File: config.mk
export PLATFORM = sky130hd
export DESIGN_NAME = dut_host_seq
export DESIGN_NICKNAME = d
export VERILOG_FILES = /design/src/rtl/dut_host_seq.sv
export SDC_FILE = /design/constraint.sdc
export NUM_CORES = 1
export LEC_CHECK = 0
export CAP_MARGIN = 20
export CORE_ASPECT_RATIO = 1.25
export CORE_MARGIN = 5
export CORE_UTILIZATION = 49
export DETAILED_ROUTE_END_ITERATION = 7
export GPL_TIMING_DRIVEN = 1
export PLACE_DENSITY = 0.81
export SYNTH_ARGS = -nofsm -noshare
export SYNTH_HDL_FRONTEND = slang
export SYNTH_SLANG_ARGS = --single-unit
File: constraint.sdc
create_clock -name clk -period 2.7 [get_ports clk]
set_clock_uncertainty 0.1 [all_clocks]
set_input_delay 0.27 -clock clk [delete_from_list [all_inputs] [get_ports clk]]
set_output_delay 0.27 -clock clk [all_outputs]
set_load 0.01 [all_outputs]
File: src/rtl/dut_host_seq.sv
// Host-side sequencer: resets the core, preloads data memory, times the run until ack,
// then streams a result window out of data memory.
module dut_host_seq #(
  parameter logic [7:0]  LOAD_BASE   = 8'd0,
  parameter int unsigned LOAD_LEN    = 8,
  parameter logic [7:0]  RESULT_BASE = 8'd64,
  parameter int unsigned RESULT_LEN  = 4,
  parameter logic [15:0] TIMEOUT     = 16'd4000
) (
  input  logic        clk,
  input  logic        init_n,
  input  logic        start,
  input  logic        load_valid,
  input  logic [7:0]  load_data,
  output logic        load_ready,
  output logic        dut_init,
  output logic        dut_req,
  input  logic        dut_ack,
  output logic        host_own,
  output logic        mem_wen,
  output logic [7:0]  mem_addr,
  output logic [7:0]  mem_wdata,
  input  logic [7:0]  mem_rdata,
  output logic        res_valid,
  output logic [7:0]  res_data,
  input  logic        res_ready,
  output logic        busy,
  output logic        done,
  output logic        timeout,
  output logic [15:0] run_cycles
);

  localparam logic [7:0] LoadLast = 8'(LOAD_LEN - 1);
  localparam logic [7:0] ResLen   = 8'(RESULT_LEN);

  typedef enum logic [2:0] {StIdle, StRst, StLoad, StRun, StRead, StFin} state_e;

  state_e      state_q, state_d;
  logic [7:0]  idx_q, idx_d;
  logic        rst_cnt_q, rst_cnt_d;
  logic [15:0] run_cycles_q, run_cycles_d;
  logic        timeout_q, timeout_d;
  logic        res_valid_q, res_valid_d;
  logic [7:0]  res_data_q, res_data_d;
  logic        dut_init_q, dut_req_q, host_own_q, busy_q, done_q;
  logic        abort;

  always_comb begin
    state_d      = state_q;
    idx_d        = idx_q;
    rst_cnt_d    = rst_cnt_q;
    run_cycles_d = run_cycles_q;
    timeout_d    = timeout_q;
    res_valid_d  = res_valid_q;
    res_data_d   = res_data_q;
    abort        = 1'b0;
    load_ready   = 1'b0;
    mem_wen      = 1'b0;
    mem_addr     = 8'd0;
    mem_wdata    = 8'd0;

    unique case (state_q)
      StIdle: begin
        if (start) begin
          state_d      = StRst;
          timeout_d    = 1'b0;
          run_cycles_d = 16'd0;
          idx_d        = 8'd0;
          rst_cnt_d    = 1'b0;
        end
      end
      StRst: begin
        rst_cnt_d = 1'b1;
        if (rst_cnt_q) state_d = StLoad;
      end
      StLoad: begin
        load_ready = 1'b1;
        mem_addr   = LOAD_BASE + idx_q;
        if (load_valid) begin
          mem_wen   = 1'b1;
          mem_wdata = load_data;
          if (idx_q == LoadLast) begin
            state_d = StRun;
            idx_d   = 8'd0;
          end else begin
            idx_d = idx_q + 8'd1;
          end
        end
      end
      StRun: begin
        if (run_cycles_q != 16'hFFFF) run_cycles_d = run_cycles_q + 16'd1;
        // run_cycles_q is zero only in the first RUN cycle, where the core still sees PC=0
        if (dut_ack && (run_cycles_q != 16'd0)) begin
          state_d = StRead;
        end else if (run_cycles_d == TIMEOUT) begin
          timeout_d = 1'b1;
          abort     = 1'b1;
          state_d   = StIdle;
        end
      end
      StRead: begin
        mem_addr = RESULT_BASE + idx_q;
        if (res_valid_q && res_ready) res_valid_d = 1'b0;
        if ((!res_valid_q || res_ready) && (idx_q != ResLen)) begin
          res_data_d  = mem_rdata;
          res_valid_d = 1'b1;
          idx_d       = idx_q + 8'd1;
        end else if (res_valid_q && res_ready && (idx_q == ResLen)) begin
          state_d = StFin;
        end
      end
      StFin: begin
        state_d = StIdle;
      end
      default: begin
        state_d = StIdle;
      end
    endcase
  end

  always_ff @(posedge clk or negedge init_n) begin
    if (!init_n) begin
      state_q      <= StIdle;
      idx_q        <= 8'd0;
      rst_cnt_q    <= 1'b0;
      run_cycles_q <= 16'd0;
      timeout_q    <= 1'b0;
      res_valid_q  <= 1'b0;
      res_data_q   <= 8'd0;
      dut_init_q   <= 1'b0;
      dut_req_q    <= 1'b0;
      host_own_q   <= 1'b1;
      busy_q       <= 1'b0;
      done_q       <= 1'b0;
    end else begin
      state_q      <= state_d;
      idx_q        <= idx_d;
      rst_cnt_q    <= rst_cnt_d;
      run_cycles_q <= run_cycles_d;
      timeout_q    <= timeout_d;
      res_valid_q  <= res_valid_d;
      res_data_q   <= res_data_d;
      dut_init_q   <= (state_d == StRst) || abort;
      dut_req_q    <= (state_d == StRst) || (state_d == StLoad);
      host_own_q   <= (state_d != StRun);
      busy_q       <= (state_d != StIdle);
      done_q       <= (state_d == StFin);
    end
  end

  assign dut_init   = dut_init_q;
  assign dut_req    = dut_req_q;
  assign host_own   = host_own_q;
  assign busy       = busy_q;
  assign done       = done_q;
  assign timeout    = timeout_q;
  assign run_cycles = run_cycles_q;
  assign res_valid  = res_valid_q;
  assign res_data   = res_data_q;

endmodule

## After elaboration in Yosys (flattened, before gate mapping)

Index checks and enable logic that the tools add are counted.

- Output and inout port bits: 49
- Register bits after elaboration: 43
- Logic and storage cells: 88
- Input port bits: 22

- $add $sub $neg: 3
- Reductions and logical operators: 21
- Equality and inequality tests: 18
- Muxes and demuxes: 34

Operators with widths:

| operator | count |
|---|---|
| $mux W16 | 3 |
| $mux W8 | 6 |
| $pmux W16 S2 | 1 |
| $mux W3 | 8 |
| $pmux W8 S3 | 1 |
| $add A16 B1 Y16 const B | 1 |
| $eq A16 B12 Y1 const B | 1 |
| $eq A8 B3 Y1 const B | 2 |
| $ne A16 B16 Y1 const B | 1 |
| $pmux W8 S2 | 1 |
| $reduce_bool A16 Y1 | 1 |
| $pmux W3 S5 | 1 |
| $mux W1 | 11 |
| $ne A2 B2 Y1 const B | 5 |
| $eq A3 B2 Y1 const B | 3 |
| $add A7 B8 Y8 const A | 1 |
| $add A8 B1 Y8 const B | 1 |
| $ne A8 B3 Y1 const B | 1 |
| $reduce_and A2 Y1 | 4 |
| $reduce_and A4 Y1 | 2 |
| $eq A3 B1 Y1 const B | 2 |
| $eq A3 B3 Y1 const B | 2 |
| $reduce_bool A2 Y1 | 3 |
| $reduce_bool A3 Y1 | 2 |
| 6 further kinds | 12 |

## Depth between registers and ports, before layout

- Word-level depth: 9
- Gate-level depth with buffers: 8
- Mapped depth without buffers: 7

## Worst setup path before layout

No wires, ideal clock.

- Kind: reg-to-reg
- Start: reg run_cycles_q[0], in the netlist run_cycles[0]
- End: reg state_q[0]
- Data required time: 2476 ps
- Path buffers: 1
- Stages on the path, launching flop included: 8
- Clock period less this slack: 2557 ps
- Library setup time: 124 ps
- Arrival time: 2333 ps
- Slack: 143 ps
- Cells stage by stage: dfrtp_1 ha_1 nand3_1 nor3_1 mux2_2 or4_1 clkbuf_1 o31a_1

- Cells in the longest elaborated chain, start to end: 7
- Elaborated cells between the ends (all ways): 10
- Those cells by class: add/sub (1); eq/ne (2); mux (5); reduce/logical (2)

RTL lines:

| item | line | source |
|---|---|---|
| start: declaration | 41 | `logic [15:0] run_cycles_q, run_cycles_d;` |
| start signal: assignment | 139 | `run_cycles_q <= run_cycles_d;` |
| $add A16 B1 Y16 / $ne A16 B16 Y1 (equally long branches) | 91 | `if (run_cycles_q != 16'hFFFF) run_cycles_d = run_cycles_q + 16'd1;` |
| $mux W16 | 91 |  |
| $mux W16 | 62 | `unique case (state_q)` |
| $eq A16 B12 Y1 | 95 | `end else if (run_cycles_d == TIMEOUT) begin` |
| $mux W3 | 95 |  |
| $mux W3 (*) | 93 | `if (dut_ack && (run_cycles_q != 16'd0)) begin` |
| $pmux W3 S5 (*) | 62 |  |
| net state_d[0] | 38 | `state_e state_q, state_d;` |
| end signal: assignment | 123 | `state_q <= StIdle;` |
| end signal: assignment | 136 | `state_q <= state_d;` |
| end: declaration | 38 |  |

Mark *: on every way through the listed nets, which the timed path passes. The rest lies on a longest branch. The select of a mux whose other input is x is not followed.
A chain may end at the register's enable or synchronous reset.

## Final worst setup path

- Start: reg state_q[0]
- End: out mem_addr[4]

- Cells in the longest elaborated chain, start to end: 2
- Elaborated cells between the ends (all ways): 3
- Those cells by class: eq/ne (2); mux (1)

RTL lines:

| item | line | source |
|---|---|---|
| $eq A3 B3 Y1 / $eq A3 B2 Y1 (equally long branches) | 62 |  |
| $pmux W8 S2 (*) | 62 |  |
| end: declaration | 21 | `output logic [7:0] mem_addr,` |

Every way passes the cells marked *; elsewhere a longest branch is shown, timed or not.

==> qor.yml <==
cp.arrival_ns: 2.22
max_freq_mhz: 385.4
routabilityCongestion: 0.9614
period_minus_slack_ns: 2.595
syn_area_mm2: 0.002654
grt_max_degree: 44
cts_buffers: 5
insertion_delay_ns: 0.31
start_util: 0.4979
synth_cell_types: 52
avgSynthCellArea_um2: 8.966
rrSetupSlack_ns: 0.23
dieArea_mm2: 0.006997
finalMaxSlewViolations: 0
first_pass_iters: 4
die_y_um: 92.28
cts_max_level: 2
fin_total_pwr_mw: 2.591
gr-usage-all-layers: 0.2166
layout_commonest_cell: "clkdlybuf4s50_1"
routed_wl_um: 7306
cts_root_buf: "clkbuf_8"
start_kind: "register"
rows: 30
drive_gt1_frac: 0.1257
grt-ovfl-total: 0
finalCritPeriodShare: 0.9610
core_mm2: 0.005330
async_reset_ff_frac: 1.000
synthAdderAreaFrac: 0.02357
outcome: "finished, final reports clean"
viasPerCell: 5.963
synth_compound_area_frac: 0.1664
synth_top_family_by_area: "simple AND/OR/NAND/NOR gates"
worstSetupPathType: "reg -> out"
synth_xor_area_frac: 0.01320
synthesis.nets: 323
area_growth_pct: 35.60
drtIter0Drc: 166
clock_sinks: 43
relSlewSlack: 0.4792
vias: 2612
ys.flop_type: "dfrtp_1"
synthSimpleGateAreaFrac: 0.2848
grt_pass1_vias: 2591
synth_edf_count: 0
hold_viol: 0
ys_seq_area_frac: 0.4059
synth-seq-cells: 43
nFillCells: 437
peakVddDrop_mv: 0.4959
cp-end-kind: "output pin"
antenna_found_initial: 0
die_width_um: 75.83
io_buffers: 70
clk_pin_slew_ns: 0.09
setup_tns_ns: 0
rsz0062_at_grt: "no"
p_leak_nw: 1.459
syn_inst: 296
dp_hpwl_um: 5429
grt_pass1_wl_um: 12100
max-cap-violations: 0
final_nets: 400
tightest_slew_ns: 0.7784
setup_viol: 0
final_util: 0.6751
min_path_type: "in -> async"
cts_tree: "done"
final_antenna_net_count: 0
mostFrequentLayoutCells: "68 x clkdlybuf4s50_1, 40 x dfrtp_1, 30 x nand2_1, 22 x nor2_1, 20 x buf_4"
clockBufferDepth: 2
synthMuxAreaShare: 0.04998
crit_required_ns: 2.33
path_max_fanout: 12
route.detailed.drc: 0
wl_per_cell_um: 16.68
yosysWarnings: 0
cts_setup_buffers: 0
power_density_mw_per_mm2: 720.0
diodes: 0
io_pins: 71
area by class of cell:
| type | instances | area, um2 | area share |
|---|---|---|---|
| clock buffers | 5 | 68.82 | 0.01912 |
| clock inverters | 3 | 23.77 | 0.006606 |
| inverters | 10 | 37.54 | 0.01043 |
| well taps | 64 | 80.08 | 0.02225 |
| multi-input cells | 221 | 1430 | 0.3974 |
| flip-flops and latches | 43 | 1080 | 0.3001 |
| repair buffers | 92 | 878.3 | 0.2441 |
final timing paths:
check | startpoint | endpoint | cells after the start
max in group asynchronous | init_n | run_cycles[12]$_DFFE_PN0P_ | 3
worst min-delay path | init_n | state_q[1]$_DFF_PN0_ | 2
min in group clk | res_data[2]$_DFFE_PN0P_ | res_data[2]$_DFFE_PN0P_ | 1
worst max register to register | run_cycles[11]$_DFFE_PN0P_ | state_q[0]$_DFF_PN0_ | 5
worst min register to register | res_data[2]$_DFFE_PN0P_ | res_data[2]$_DFFE_PN0P_ | 1
worst max-delay path | state_q[0]$_DFF_PN0_ | mem_addr[4] | 5
synthesized netlist by cell type (all sizes together) (8+ instances only):
| cell type | number | area (um2) |
|---|---|---|
| dfrtp | 42 | 1051 |
| clkbuf | 14 | 52.55 |
| nor4 | 10 | 62.56 |
| o21ai | 13 | 68.82 |
| nor3 | 9 | 45.04 |
| nand3 | 11 | 55.05 |
| nor2 | 22 | 82.58 |
| nand2 | 30 | 112.6 |
| nor2b | 8 | 50.05 |
| a21oi | 12 | 60.06 |
| o31ai | 8 | 60.06 |
| buf | 8 | 58.80 |
| and2 | 10 | 62.56 |
| mux2 | 10 | 112.6 |
| inv | 10 | 37.54 |
registers in the layout (all words and copies together), names as in the netlist:
| signal | flops |
|---|---|
| host_own | 1 |
| run_cycles | 16 |
| idx_q | 8 |
| timeout | 1 |
| done | 1 |
| dut_init | 1 |
| res_data | 8 |
| state_q | 3 |
| res_valid | 1 |
| rst_cnt_q | 1 |
| dut_req | 1 |
| busy | 1 |
power breakdown:
group / leakage, nW / internal (mW) / total, mW / switching, mW
Clock: 0.0408 / 0.185 / 0.434 / 0.249
Sequential: 0.558 / 0.802 / 0.932 / 0.130
Combinational: 0.860 / 0.618 / 1.23 / 0.607
Total: 1.46 / 1.60 / 2.59 / 0.986
kinds of logic after synthesis:
family / Yosys count
AO/OA/AOI/OAI: 63
XOR/XNOR: 4
adder cells (fa/ha/maj): 5
buffers and inverters: 32
flip-flops: 43
multiplexers: 12
AND/OR/NAND/NOR: 137
through the flow:
| step | worst slack (ns) | hold slack, ns | instance area (um2) | instances |
|---|---|---|---|---|
| floorplan | 0.1430 | -0.1256 | 2654 | 296 |
| global placement | 0.2010 | 0.3723 | 3468 | 428 |
| detailed placement | 0.1775 | 0.3805 | 3468 | 428 |
| CTS | 0.09793 | 0.04851 | 3566 | 436 |
| global route | 0.003055 | 0.3414 | 3598 | 438 |
| finish | 0.1052 | 0.3093 | 3598 | 438 |
critical path, cell delays in order (launching register included):
cell	delay, ns
dfrtp_2	0.49
or3b_4	0.47
inv_1	0.12
nor2_1	0.13
nor2b_1	0.16
clkdlybuf4s50_1	0.55
metal layers:
| layer | track usage | share of wire | vias up |
|---|---|---|---|
| li1 | - | - | 1243 |
| met1 | 0.2628 | 0.40 | 1267 |
| met2 | 0.3664 | 0.53 | 91 |
| met3 | 0.04496 | 0.059 | 11 |
| met4 | 0.07872 | 0.013 | 0 |
| met5 | 0 | 0 | - |
timing repair:
item,CTS,global route
hold buffers,0,1
endpoints found under the hold margin,0,14
resized for setup,3,1
setup endpoints to repair,6,1
Power figures use the tool's default switching activity.
==> RTL edit, RTL diff (same flow settings) <==
Put one more register stage on the output `timeout`, with the module's reset. The value now appears one clock later. The other outputs are not delayed to match.
--- a/src/rtl/dut_host_seq.sv
+++ b/src/rtl/dut_host_seq.sv
@@ -155,3 +155,9 @@
   assign done       = done_q;
-  assign timeout    = timeout_q;
+  always_ff @(posedge clk or negedge init_n) begin
+    if (!init_n) begin
+      timeout <= '0;
+    end else begin
+      timeout <= timeout_q;
+    end
+  end
   assign run_cycles = run_cycles_q;
Behaviour: no difference found for any inputs over 10 cycles, from zero or initial values; that may be too few to reach the edited logic, so the function may still have changed.
==> RTL edit against the original RTL <==
- total power is 4.2% higher
- setup slack better by 0.030 ns
- design area is 0.94% higher
- largest power group unchanged
- synthesized area is 0.94% higher
- combinational power hardly changed
- largest cell class unchanged
- routed wire length is 4.1% higher
- sequential cell count is 1 higher
==> RTL edit: results (changes against the original RTL) <==
Status
The run finished with clean final reports.

Detailed routing
The routed wirelength normalized by instance count came to 17.4 um (+4.3%). The number of DRC markers in iteration 0 came to 293 (+77%). The detailed-route DRC error count was 0 (unchanged). The total number of vias was 2,656 (+1.7%). The length of the first detailed-routing pass in iterations is 4 (unchanged).

Global routing
The maximum number of pins on one net before global-route repair is 45 (+2.3%). The initial antenna violation count was 0 (unchanged). The global-route wire length before repair is 12.5 mm (+3.3%). The overall fraction of global-route tracks in use is 21.3% (-0.36 points).

Clocking
The clock buffer count from CTS is 5 (unchanged). The maximum clock path buffer count is 2 (unchanged). The clock-pin slew reported for the worst setup and hold paths after clock tree synthesis was 0.09 ns (about the same). The master cell of the clock root buffer is clkbuf_8. The count of H-tree levels built during CTS is 2 (unchanged).

Layout
The share of final-layout standard cells stronger than drive strength 1 came to 12.3% (-0.23 points). The final-stage net count was 399 (-0.25%). The final standard cell count with taps included and fillers excluded was 437 (-0.23%).

The flip-flop count of the largest register after layout is 16 (unchanged). The number of inserted diodes is 0 (unchanged). The number of filler instances in the final layout is 456 (+4.3%).

Place
The placed wire-length estimate is 5.63 mm (+3.7%). The number of port buffers is 70 (unchanged). The worst-case setup slack after placement is 0.182 ns (+0.00469 ns).

The post-placement cell count is 427 (-0.23%). The instance area after placement is 3480 um2 (+0.29%). The final weighted congestion of routability-driven global placement is 0.906 (-5.8%).

Pwr
The maximum vdd drop was 0.427 mV (-14%). The net switching power came to 995 uW (+0.93%). The leakage power of the design is 0.00146 uW (about the same).

Synth
The post-synthesis net count is 324 (+0.31%). After synthesis, the cell types taking the most area are dfrtp_1 (40%), nand2_1 (4.2%), mux2_2 (3.8%). The share of synthesized area occupied by flip-flops and latches is 41.1% (+0.55 points). The count of cell types in the netlist is 52 (unchanged). The share of flip-flops with an asynchronous set or reset was 100% (unchanged). Counting instances in the post-synthesis netlist gives the leading cell types as dfrtp_1 (43), nand2_1 (30), nor2_1 (22), clkbuf_1 (14).

The synthesized instance count was 297 (+0.34%). The total number of yosys warnings was 0 (unchanged). The most used flip-flop cell after synthesis is dfrtp_1.

STA
The transition time at the pin with the least slew margin is 0.742 ns (-0.0361 ns). The minimum hold slack is 0.264 ns (-0.0453 ns). The post-layout worst setup margin is 0.135 ns (+0.0302 ns). The sum of negative setup slack is 0 ns (unchanged).

Setup path
The data arrival time of the critical path is 2.19 ns (-0.03 ns). The worst-case register-to-register setup slack is 0.19 ns (-0.04 ns). The highest net fanout along the worst path is 12 (unchanged).

Min path
The tightest min-delay check is of the input port to async pin type.
-- RTL edit: cell count changes after synthesis --
cell	delta
dfrtp_1	+1
-- RTL edit: kinds of logic after synthesis --
group	count (synthesis)	share of synthesized area [%]
AO/OA/AOI/OAI	63	16.5
XOR/XNOR	4	1.31
flip-flops	44	41.1
multiplexers	12	4.95
buffers and inverters	32	5.56
adder cells (fa/ha/maj)	5	2.34
AND/OR/NAND/NOR	137	28.2
-- RTL edit: repair_timing --
action                                  4_1_cts  5_1_grt
endpoints found under the hold margin         0       10
hold buffers                                  0        1
pin swaps                                     0        0
buffers inserted                              0        0
endpoints found under the setup margin        6        8
gates resized for setup                       2        2
-- RTL edit: critical path, stage by stage, from the launching register on --
cell             delay (ns)
dfrtp_2                0.49
or3b_4                 0.47
inv_1                  0.11
nor2_1                 0.13
nor2b_1                0.15
clkdlybuf4s50_1        0.54
-- RTL edit: area by class of cell --
class | count | area share (%)
clock buffers | 5 | 1.89
multi-input cells | 221 | 39.5
well taps | 64 | 2.20
flip-flops and latches | 44 | 30.4
repair buffers | 90 | 23.7
clock inverters | 3 | 1.27
inverters | 10 | 1.03
-- RTL edit: power groups by stage --
stage	clock (uW)	sequential, uW	combinational, uW
floorplan	0	967	693
global placement	0	941	1190
detailed placement	0	949	1220
CTS	529	937	1230
global route	559	964	1330
finish	527	940	1230
-- RTL edit: routing by layer --
layer,global-route usage (%),vias up,routed length (um)
met5,0,-,0
met4,8.60,0,204
met3,3.31,15,476
met2,38.2,112,3940
met1,25.2,1288,2980
li1,-,1241,-
-- RTL edit: per-stage QoR --
stage	total power, uW	util (%)
after global routing	2860	67.7
after global placement	2130	64.8
after CTS	2700	67.0
final	2700	67.7
after detailed placement	2160	64.8
after floorplan	1660	-
-- RTL edit: final timing paths --
path                       depth (start not counted)                    to                 startpoint
max                                                5           mem_addr[3]       state_q[0]$_DFF_PN0_
min                                                2    dut_init$_DFF_PN0_                     init_n
max reg2reg                                        5  state_q[1]$_DFF_PN0_  run_cycles[6]$_DFFE_PN0P_
min reg2reg                                        0     timeout$_DFF_PN0_      timeout_q$_DFFE_PN0P_
max in group asynchronous                          3    host_own$_DFF_PN1_                     init_n
min in group clk                                   0     timeout$_DFF_PN0_      timeout_q$_DFFE_PN0P_
